`src/rtl/circle_pkg.sv`:
```
// Shared types and constants for the circle controller: state encoding,
// octant bounds and default feedback widths.
package circle_pkg;

    typedef enum logic [2:0] {
        IDLE  = 3'd0,
        FILL  = 3'd1,
        INIT  = 3'd2,
        CHECK = 3'd3,
        OCT   = 3'd4,
        UPD1  = 3'd5,
        UPD2  = 3'd6,
        DONE  = 3'd7
    } circle_state_t;

    localparam logic [2:0] OCT_FIRST = 3'd0;
    localparam logic [2:0] OCT_LAST  = 3'd7;

    localparam int OFFSET_X_DW_DEF = 9;
    localparam int OFFSET_Y_DW_DEF = 8;
    localparam int CRIT_DW_DEF     = 9;

endpackage

```
`src/rtl/circle_ctrl.sv`:
```
// Control FSM sequencing the Bresenham circle datapath (clear, init, 8 octant
// plots per step, two-cycle update). Screen clear is built with CIRCLE_CTRL_CLEAR_EN.
//
// Handshake: start is a level request sampled only in IDLE (and DONE, to leave
// it); done stays high in DONE until start is observed low, then IDLE follows.
module circle_ctrl
    import circle_pkg::*;
#(
    parameter int OFFSET_X_DW = OFFSET_X_DW_DEF,
    parameter int OFFSET_Y_DW = OFFSET_Y_DW_DEF,
    parameter int CRIT_DW     = CRIT_DW_DEF
) (
    input  logic                          clk,
    input  logic                          resetn,
    input  logic                          start,
    output logic                          done,
    output logic                          busy,
    output logic                          fill_start,
    input  logic                          fill_done,
    output logic                          draw_circle,
    output logic [2:0]                    octant_sel,
    output logic                          load_x_init,
    output logic                          load_y_init,
    output logic                          load_crit,
    output logic                          inc_y,
    output logic                          dec_x,
    output logic                          calc_crit,
    output logic                          load_x_next,
    output logic                          load_y_next,
    input  logic signed [OFFSET_X_DW-1:0] offset_x,
    input  logic signed [OFFSET_Y_DW-1:0] offset_y,
    input  logic signed [CRIT_DW-1:0]     crit,
    output circle_state_t                 dbg_state
);

    localparam int CMP_DW = (OFFSET_X_DW > OFFSET_Y_DW) ? OFFSET_X_DW : OFFSET_Y_DW;

    circle_state_t            r_state;
    circle_state_t            w_next_state;
    logic [2:0]               r_oct;
    logic signed [CMP_DW-1:0] w_x_ext;
    logic signed [CMP_DW-1:0] w_y_ext;
    logic                     w_step_ok;
    logic                     w_crit_pos;

    assign w_x_ext    = CMP_DW'(offset_x);
    assign w_y_ext    = CMP_DW'(offset_y);
    assign w_step_ok  = (w_y_ext <= w_x_ext);
    assign w_crit_pos = !crit[CRIT_DW-1] && (crit != '0);
    assign dbg_state  = r_state;

`ifndef CIRCLE_CTRL_CLEAR_EN
    logic w_unused_fill_done;
    assign w_unused_fill_done = fill_done;
`endif

    always_ff @(posedge clk or negedge resetn) begin
        if (!resetn) begin
            r_state <= IDLE;
        end else begin
            r_state <= w_next_state;
        end
    end

    // Counter free-runs only in OCT and is held at zero elsewhere, so every
    // entry into OCT starts at the first octant.
    always_ff @(posedge clk or negedge resetn) begin
        if (!resetn) begin
            r_oct <= OCT_FIRST;
        end else if (r_state == OCT) begin
            r_oct <= r_oct + 3'd1;
        end else begin
            r_oct <= OCT_FIRST;
        end
    end

    always_comb begin
        w_next_state = r_state;
        done         = 1'b0;
        busy         = 1'b0;
        fill_start   = 1'b0;
        draw_circle  = 1'b0;
        octant_sel   = 3'd0;
        load_x_init  = 1'b0;
        load_y_init  = 1'b0;
        load_crit    = 1'b0;
        inc_y        = 1'b0;
        dec_x        = 1'b0;
        calc_crit    = 1'b0;
        load_x_next  = 1'b0;
        load_y_next  = 1'b0;

        case (r_state)
            IDLE: begin
                if (start) begin
`ifdef CIRCLE_CTRL_CLEAR_EN
                    w_next_state = FILL;
`else
                    w_next_state = INIT;
`endif
                end
            end
`ifdef CIRCLE_CTRL_CLEAR_EN
            FILL: begin
                busy       = 1'b1;
                fill_start = 1'b1;
                if (fill_done) w_next_state = INIT;
            end
`endif
            INIT: begin
                busy         = 1'b1;
                draw_circle  = 1'b1;
                load_x_init  = 1'b1;
                load_y_init  = 1'b1;
                load_crit    = 1'b1;
                w_next_state = CHECK;
            end
            CHECK: begin
                busy         = 1'b1;
                draw_circle  = 1'b1;
                w_next_state = w_step_ok ? OCT : DONE;
            end
            OCT: begin
                busy        = 1'b1;
                draw_circle = 1'b1;
                octant_sel  = r_oct;
                if (r_oct == OCT_LAST) w_next_state = UPD1;
            end
            UPD1: begin
                busy         = 1'b1;
                draw_circle  = 1'b1;
                inc_y        = 1'b1;
                dec_x        = w_crit_pos;
                w_next_state = UPD2;
            end
            UPD2: begin
                busy         = 1'b1;
                draw_circle  = 1'b1;
                calc_crit    = 1'b1;
                load_x_next  = 1'b1;
                load_y_next  = 1'b1;
                w_next_state = CHECK;
            end
            DONE: begin
                done = 1'b1;
                if (!start) w_next_state = IDLE;
            end
            default: w_next_state = IDLE;
        endcase
    end

endmodule
```
`config.mk`:
```
export PLATFORM = sky130hd
export DESIGN_NAME = circle_ctrl
export DESIGN_NICKNAME = d
export VERILOG_FILES = /design/src/rtl/circle_pkg.sv /design/src/rtl/circle_ctrl.sv
export SDC_FILE = /design/constraint.sdc
export NUM_CORES = 1
export LEC_CHECK = 0
export ABC_AREA = 1
export BUFFER_PORTS_ARGS = -buffer_cell sky130_fd_sc_hd__buf_2
export CORE_MARGIN = 10
export CORE_UTILIZATION = 44
export CTS_CLUSTER_SIZE = 14
export DETAILED_ROUTE_END_ITERATION = 10
export MAX_ROUTING_LAYER = met4
export PLACE_DENSITY = 0.84
export SYNTH_ARGS = -nofsm -noshare
export SYNTH_HDL_FRONTEND = slang
export SYNTH_SLANG_ARGS = --single-unit
```
`constraint.sdc`:
```
create_clock -name clk -period 2.6 [get_ports clk]
set_input_delay 0.52 -clock clk [delete_from_list [all_inputs] [get_ports clk]]
set_output_delay 0.52 -clock clk [all_outputs]
set_load 0.03 [all_outputs]
```
Yosys cells after proc, flatten, opt, wreduce, memory -nomap -nowiden
Cells that the tools add are included.
{ "totals": {"ff_bits": 6, "latch_bits": 0, "n_memories": 0, "ram_bits": 0, "output_inout_bits": 18, "mem_bits_ro": 0} }
{ "classes": {"n_addsub": 1, "shift": 0, "div": 0, "reduce_logical": 7, "order_cmp": 1, "multipliers": 0, "n_mux": 13, "bitwise": 0, "n_eq_ne": 10} }
{ "op_table": {"columns": ["cell", "n"], "rows": [
  ["$pmux W3 S6", 1],
  ["$eq A3 B3 Y1 const B", 5],
  ["$mux W3", 5],
  ["$le A8 B9 Y1", 1],
  ["$reduce_bool A9 Y1", 1],
  ["$eq A3 B2 Y1 const B", 2],
  ["$mux W1", 6],
  ["$reduce_or A5 Y1", 1],
  ["$ne A2 B2 Y1 const B", 2],
  ["$add A3 B1 Y3 const B", 1],
  ["$logic_not A3 Y1", 1],
  ["$reduce_and A3 Y1", 1],
  ["$mux W2", 1],
  ["$ne A2 B1 Y1 const B", 1],
  ["$reduce_or A2 Y1", 1],
  ["$logic_and A1 B1 Y1", 1],
  ["$logic_not A1 Y1", 1]
]} }

Logic depth before layout (Yosys ltp)
Gate-level depths: netlist of the first run.
{ "depth": {"word_depth": 3, "mapped_depth": 13, "mapped_depth_nobuf": 13} }

Worst setup path after synthesis of the first run
OpenSTA, ideal clock, no wires.
{ "synth_path": {"path_kind": "register -> output", "startpoint": "reg r_state[2], in the netlist dbg_state[2]", "endpoint": "out dec_x", "path_slack_ns": 0.377, "path_stages_with_launch": 5, "required_ns": 2.080, "arrival_time_ns": 1.703, "path_cell_list": "dfrtp_1 > nand2_1 > nor2_1 > nand2_1 > nor2_1"} }
{ "synth_between": {"elab_chain_cells": 2} }
{ "synth_lines": {"columns": ["item", "line_no", "text"], "rows": [
  ["start, declared", "circle_ctrl.sv:38", "circle_state_t r_state;"],
  ["start signal, assigned", "circle_ctrl.sv:61", "r_state <= w_next_state;"],
  ["$eq A3 B3 Y1", "circle_ctrl.sv:93", "case (r_state)"],
  ["$mux W1", "circle_ctrl.sv:93", null],
  ["end, declared", "circle_ctrl.sv:26", "output logic dec_x,"]
]} }
Every way passes these cells.

Worst setup path after layout of the first run
{ "layout_path": {"startpoint": "reg r_state[1], in the netlist dbg_state[1]", "endpoint": "out octant_sel[0]"} }
{ "layout_between": {"elab_chain_cells": 2} }
{ "layout_lines": {"columns": ["item", "line_no", "text"], "rows": [
  ["$eq A3 B3 Y1", "circle_ctrl.sv:93", null],
  ["$mux W3", "circle_ctrl.sv:93", null],
  ["end, declared", "circle_ctrl.sv:21", "output logic [2:0] octant_sel,"]
]} }
Every way passes these cells.

==> results of run 1 <==
==> through the flow <==
| step | util | setup slack (ns) | power (mW) | hold WS (ns) |
|---|---|---|---|---|
| floorplan | - | 0.3766 | 0.6648 | 0.2244 |
| global placement | 0.5988 | 0.8312 | 0.7737 | 0.3400 |
| global route | 0.6138 | 0.5500 | 0.9513 | 0.08093 |
| detailed placement | 0.5988 | 0.7407 | 0.7891 | 0.3467 |
| finish | 0.6138 | 0.6669 | 0.8654 | 0.08445 |
| CTS | 0.6138 | 0.6507 | 0.8786 | 0.08195 |
==> layout by cell type (no fill, tap or decap) <==
cell type,count
buf_2,45
inv_1,23
a21oi_1,2
a21oi_2,1
nor2_2,3
nor2_1,14
nand4_1,2
nor3_1,1
ha_1,11
inv_2,3
nor4_1,3
clkbuf_4,3
dfrtp_1,6
o21ai_0,1
nand3_1,3
o21ai_2,1
nand2_1,30
conb_1,1
==> per-layer routing <==
metal	up-vias	global-route usage
li1	415	-
met1	340	0.1046
met2	32	0.2015
met3	4	0.04661
met4	0	0.05769
met5	-	-
==> flip-flops by register name (all words and copies together), names as in the netlist <==
name / cells
r_oct: 3
dbg_state: 3
==> cell usage after synthesis, drive strengths merged <==
master	number
nand2	30
inv	26
nor2	17
ha	11
buf	6
dfrtp	6
a21oi	3
nand3	3
nor4	3
nand4	2
o21ai	2
conb	1
nor3	1
==> worst max-delay path: stages, from the launching register on <==
cell     delay (ns)
dfrtp_1        0.45
nor2_2         0.19
inv_2          0.06
nor2_2         0.09
inv_2          0.08
nor2_1         0.09
buf_2          0.21
==> cell type report <==
type                    instances  area (sq um)
clock buffers                   3         22.52
well taps                      16         20.02
multi-input cells              73         409.1
flip-flops and latches          6         150.1
fillers                       149         581.8
inverters                      26         97.59
repair buffers                 45         225.2
==> cells by family (layout without fill, tap and decap cells) <==
family,count (synthesis),count (layout),synth area share
AO/OA/AOI/OAI,5,5,0.04634
other,1,1,0.005342
buffers and inverters,32,74,0.2032
adder cells (fa/ha/maj),11,11,0.1961
AND/OR/NAND/NOR,56,56,0.3351
flip-flops,6,6,0.2139
==> power breakdown <==
| group | leakage, nW | total [mW] | internal, mW | switching [mW] |
|---|---|---|---|---|
| logic | 0.524 | 0.601 | 0.177 | 0.424 |
| registers | 0.0773 | 0.179 | 0.128 | 0.0506 |
| clock network | 0.0138 | 0.0859 | 0.0522 | 0.0337 |
==> worst paths after layout <==
kind                                           from                       end  slack (ns)
max                        dbg_state[1]$_DFFE_PN0P_             octant_sel[0]        0.67
min                                          resetn        r_oct[2]$_DFF_PN0_        0.08
max reg2reg                dbg_state[1]$_DFFE_PN0P_  dbg_state[1]$_DFFE_PN0P_        1.27
min reg2reg                      r_oct[0]$_DFF_PN0_        r_oct[0]$_DFF_PN0_        0.48
max in group asynchronous                    resetn        r_oct[0]$_DFF_PN0_        2.37
min in group clk                 r_oct[0]$_DFF_PN0_        r_oct[0]$_DFF_PN0_        0.48
==> impl_metrics.tcl, run 1 <==
set metrics [dict create \
    status "completed" \
    required_ns 2.08 \
    avgSynthCellArea_sq_um 6.324 \
    drt-pass1-iter-count 4 \
    startpoint_type "register" \
    synth_area_sq_um 701.9 \
    power.density_nw_per_um2 936.0 \
    floorplan.die_area_sq_um 3593 \
    path_class "reg -> out" \
    ios 48 \
    worstPathMaxFanout 8 \
    worstSetupEndpointType "primary output" \
    final.min_clock_period_ns 1.933 \
    ys_seq_area_frac 0.2139 \
    met2_wirelength_um 980 \
    port_buffers 45 \
    max_cap_violations 0 \
    grt_pass1_wl_um 3236 \
    skew_ns 0.004644 \
    area_growth_pct 31.73 \
    fin_nets 196 \
    cts_buffers 3 \
    row_count 14 \
    hold_violations 0 \
    timing.final.crit_share 0.7435 \
    start_util 0.4659 \
    ir_drop_mv 0.3513 \
    grt_usage 0.1150 \
    place_hpwl_um 1780 \
    design_area_sq_um 924.6 \
    wl_met3_um 253 \
    slew_violations 0 \
    die_y_um 59.94 \
    antenna_found_initial 0 \
    htreeDepth 1 \
    rsz0062_at_grt "false" \
    tightest_slew_ns 0.4866 \
    placed_area_sq_um 902.1 \
    clock-root-buffer "clkbuf_4" \
    highest_layer "met4" \
    yosys_warnings 0 \
    place_congestion 0.8635 \
    cts.clk_slew.worst_paths_ns 0.05 \
    clockBufferDepth 2 \
    drc 0 \
    vias 791 \
    dr.first_iter.drc_count 13 \
    relSlewSlack 0.6726 \
    hold_class "in -> async" \
    clkLatencyLatePin_ns 0.25 \
    drt_wl_total_um 1931 \
    finalSetupViolations 0 \
    synth_top_area_frac 0.2139 \
    synth-seq-cells 6 \
    synth_top_area_cell "dfrtp_1" \
    detail_route.wl_per_cell_um 11.43 \
    grt_pass1_vias 808 \
    final_cells 169 \
    drive_gt1_frac 0.3660 \
    clock-sinks 6 \
    post_synth_main_area_contributors "dfrtp_1 21%, ha_1 20%, nand2_1 16%" \
    syn-num-nets 152 \
    worstRegToRegCells 4 \
    grt_max_degree 9 \
    met1Wirelength_um 679 \
    grt_overflow 0 \
    cts_tree "built" \
    diodes 0 \
    critPathArrivalTime_ns 1.41 \
    dp_cells 166 \
    core_sq_um 1506 \
    leakagePower_nw 0.6152 \
    die-width_um 59.94 \
    setup_tns_ns 0 \
    syn-instance-count 111 \
    ant_nets 0 \
    fmaxAchievable_ghz 0.5173 \
    cts_post_setup_buffers_inserted 0 \
    ctsResizeCount 0 \
    synth.distinct_cells 17 \
    via_per_inst 4.680 \
    cts_hold_buf 0 \
]
(Power assumes the default switching activity.)
==> run 2: changes to the inputs <==
CORE_UTILIZATION = 40   (was 44)
PLACE_DENSITY = 0.78   (was 0.84)
clock period = 1.8 ns   (was 2.6 ns; I/O delays follow)
==> impl_metrics.tcl, run 2 (synthesis results as in run 1) <==
set metrics [dict create \
    floorplan.die_area_sq_um 3830 \
    place_congestion 0.7844 \
    vias 778 \
    final_common_cell "buf_2" \
    grt_overflow 0 \
    ant_nets 0 \
    timing.final.crit_share 0.9487 \
    clkLatencyLatePin_ns 0.24 \
    ios 48 \
    grt_pass1_vias 748 \
    skew_ns 0.003519 \
    required_ns 1.44 \
    utilization 0.5644 \
    layout_common_cells "43 x buf_2, 30 x nand2_1, 23 x inv_1" \
    clock-sinks 6 \
    antenna_found_initial 0 \
    final_cells 171 \
    clockBufferDepth 2 \
    core_sq_um 1689 \
    place_hpwl_um 1619 \
    grt_usage 0.09613 \
    hold_class "in -> reg" \
    dr.first_iter.drc_count 11 \
    dp_cells 167 \
    cts_buffers 3 \
    htreeDepth 1 \
    die-width_um 61.89 \
    cts_tree "built" \
    grt_max_degree 9 \
    crit_top_cell "inv_2" \
    status "completed" \
    max_cap_violations 0 \
    worstPathMaxFanout 8 \
    fmaxAchievable_ghz 0.5856 \
    startpoint_type "register" \
    slew_violations 0 \
    worstPathCellList "nor2_4 > inv_2 > nor2_2 > inv_2 > nor2_1 > clkbuf_4" \
    power.density_nw_per_um2 1335 \
    via_per_inst 4.550 \
    drt_wl_total_um 1778 \
    worstSetupEndpointType "primary output" \
    drive_gt1_frac 0.3896 \
    diodes 0 \
    grt_pass1_wl_um 2780 \
    hold_violations 0 \
    finalSetupViolations 0 \
    ir_drop_mv 0.5381 \
    critPathArrivalTime_ns 1.35 \
    cts.clk_slew.worst_paths_ns 0.05 \
    clock-root-buffer "clkbuf_4" \
    path_class "reg -> out" \
    drt-pass1-iter-count 4 \
    cp_slowest_stage_delay_ns 0.46 \
    die_y_um 61.89 \
    crit_slowest_cell "dfrtp_2" \
    cts_post_setup_buffers_inserted 0 \
    leakagePower_nw 0.6161 \
    row_count 15 \
    drc 0 \
    detail_route.wl_per_cell_um 10.40 \
    final.min_clock_period_ns 1.708 \
    fin_nets 197 \
    port_buffers 45 \
    area_growth_pct 35.83 \
    setup_tns_ns 0 \
    start_util 0.4156 \
]
run 2: changes by cell type in the layout (fill, tap and decap cells not counted):
| cell | previous run | this run |
|---|---|---|
| dlygate4sd3_1 | 0 | 1 |
| dfrtp_2 | 0 | 2 |
| nor2_4 | 0 | 1 |
| nor2_2 | 3 | 4 |
| clkbuf_4 | 3 | 5 |
| buf_2 | 45 | 43 |
| nor2_1 | 14 | 12 |
| dfrtp_1 | 6 | 4 |
run 2: layer usage:
metal | track usage | up-vias | wire length (um)
li1 | - | 419 | -
met1 | 0.09397 | 325 | 663
met2 | 0.1669 | 32 | 796
met3 | 0.04472 | 2 | 297
met4 | 0.02866 | 0 | 19
met5 | - | - | 0
run 2: path summary, 6_finish.rpt:
check / startpoint / endpoint / slack (ns) / cells after the start
setup / recovery: dbg_state[1]$_DFFE_PN0P_ / octant_sel[2] / 0.09 / 6
hold / removal: start / dbg_state[1]$_DFFE_PN0P_ / 0.42 / 3
setup reg to reg: dbg_state[1]$_DFFE_PN0P_ / dbg_state[0]$_DFFE_PN0P_ / 0.48 / 4
hold reg to reg: r_oct[0]$_DFF_PN0_ / r_oct[0]$_DFF_PN0_ / 0.46 / 1
max in group asynchronous: resetn / dbg_state[2]$_DFFE_PN0P_ / 1.18 / 2
min in group asynchronous: resetn / r_oct[1]$_DFF_PN0_ / 0.46 / 2
run 2: final cells by class:
class,count,area [sq um]
clock buffers,3,22.52
fillers,177,735.7
inverters,26,97.59
multi-input cells,73,419.2
flip-flops and latches,6,152.6
well taps,17,21.27
repair buffers,46,240.2
run 2: report_power, final:
group / internal, mW / switching (mW) / total (mW)
registers: 0.190 / 0.0808 / 0.271
logic: 0.262 / 0.620 / 0.883
clock network: 0.0751 / 0.0439 / 0.119
total: 0.528 / 0.745 / 1.27
run 2: timing repair:
item,in CTS,in global routing
resized for setup,0,5
setup endpoints to repair,0,3
hold endpoints to repair,6,0
hold buffers,1,0
run 2: worst max-delay path, delay by kind of cell (launching register included):
family,cells,cell delay [ns]
flops,1,0.46
buf+inv,3,0.32
simple gates,3,0.31
run 2: metrics by stage:
step	hold slack (ns)	setup slack, ns	instance area (sq um)	total power, mW
floorplan	0.06441	-0.03399	706.9	0.9665
global placement	0.1806	0.1893	908.4	1.127
detailed placement	0.1841	0.1367	908.4	1.138
CTS	0.4180	0.04994	940.9	1.264
global route	0.4459	-0.0007009	953.4	1.386
finish	0.4195	0.09228	953.4	1.273
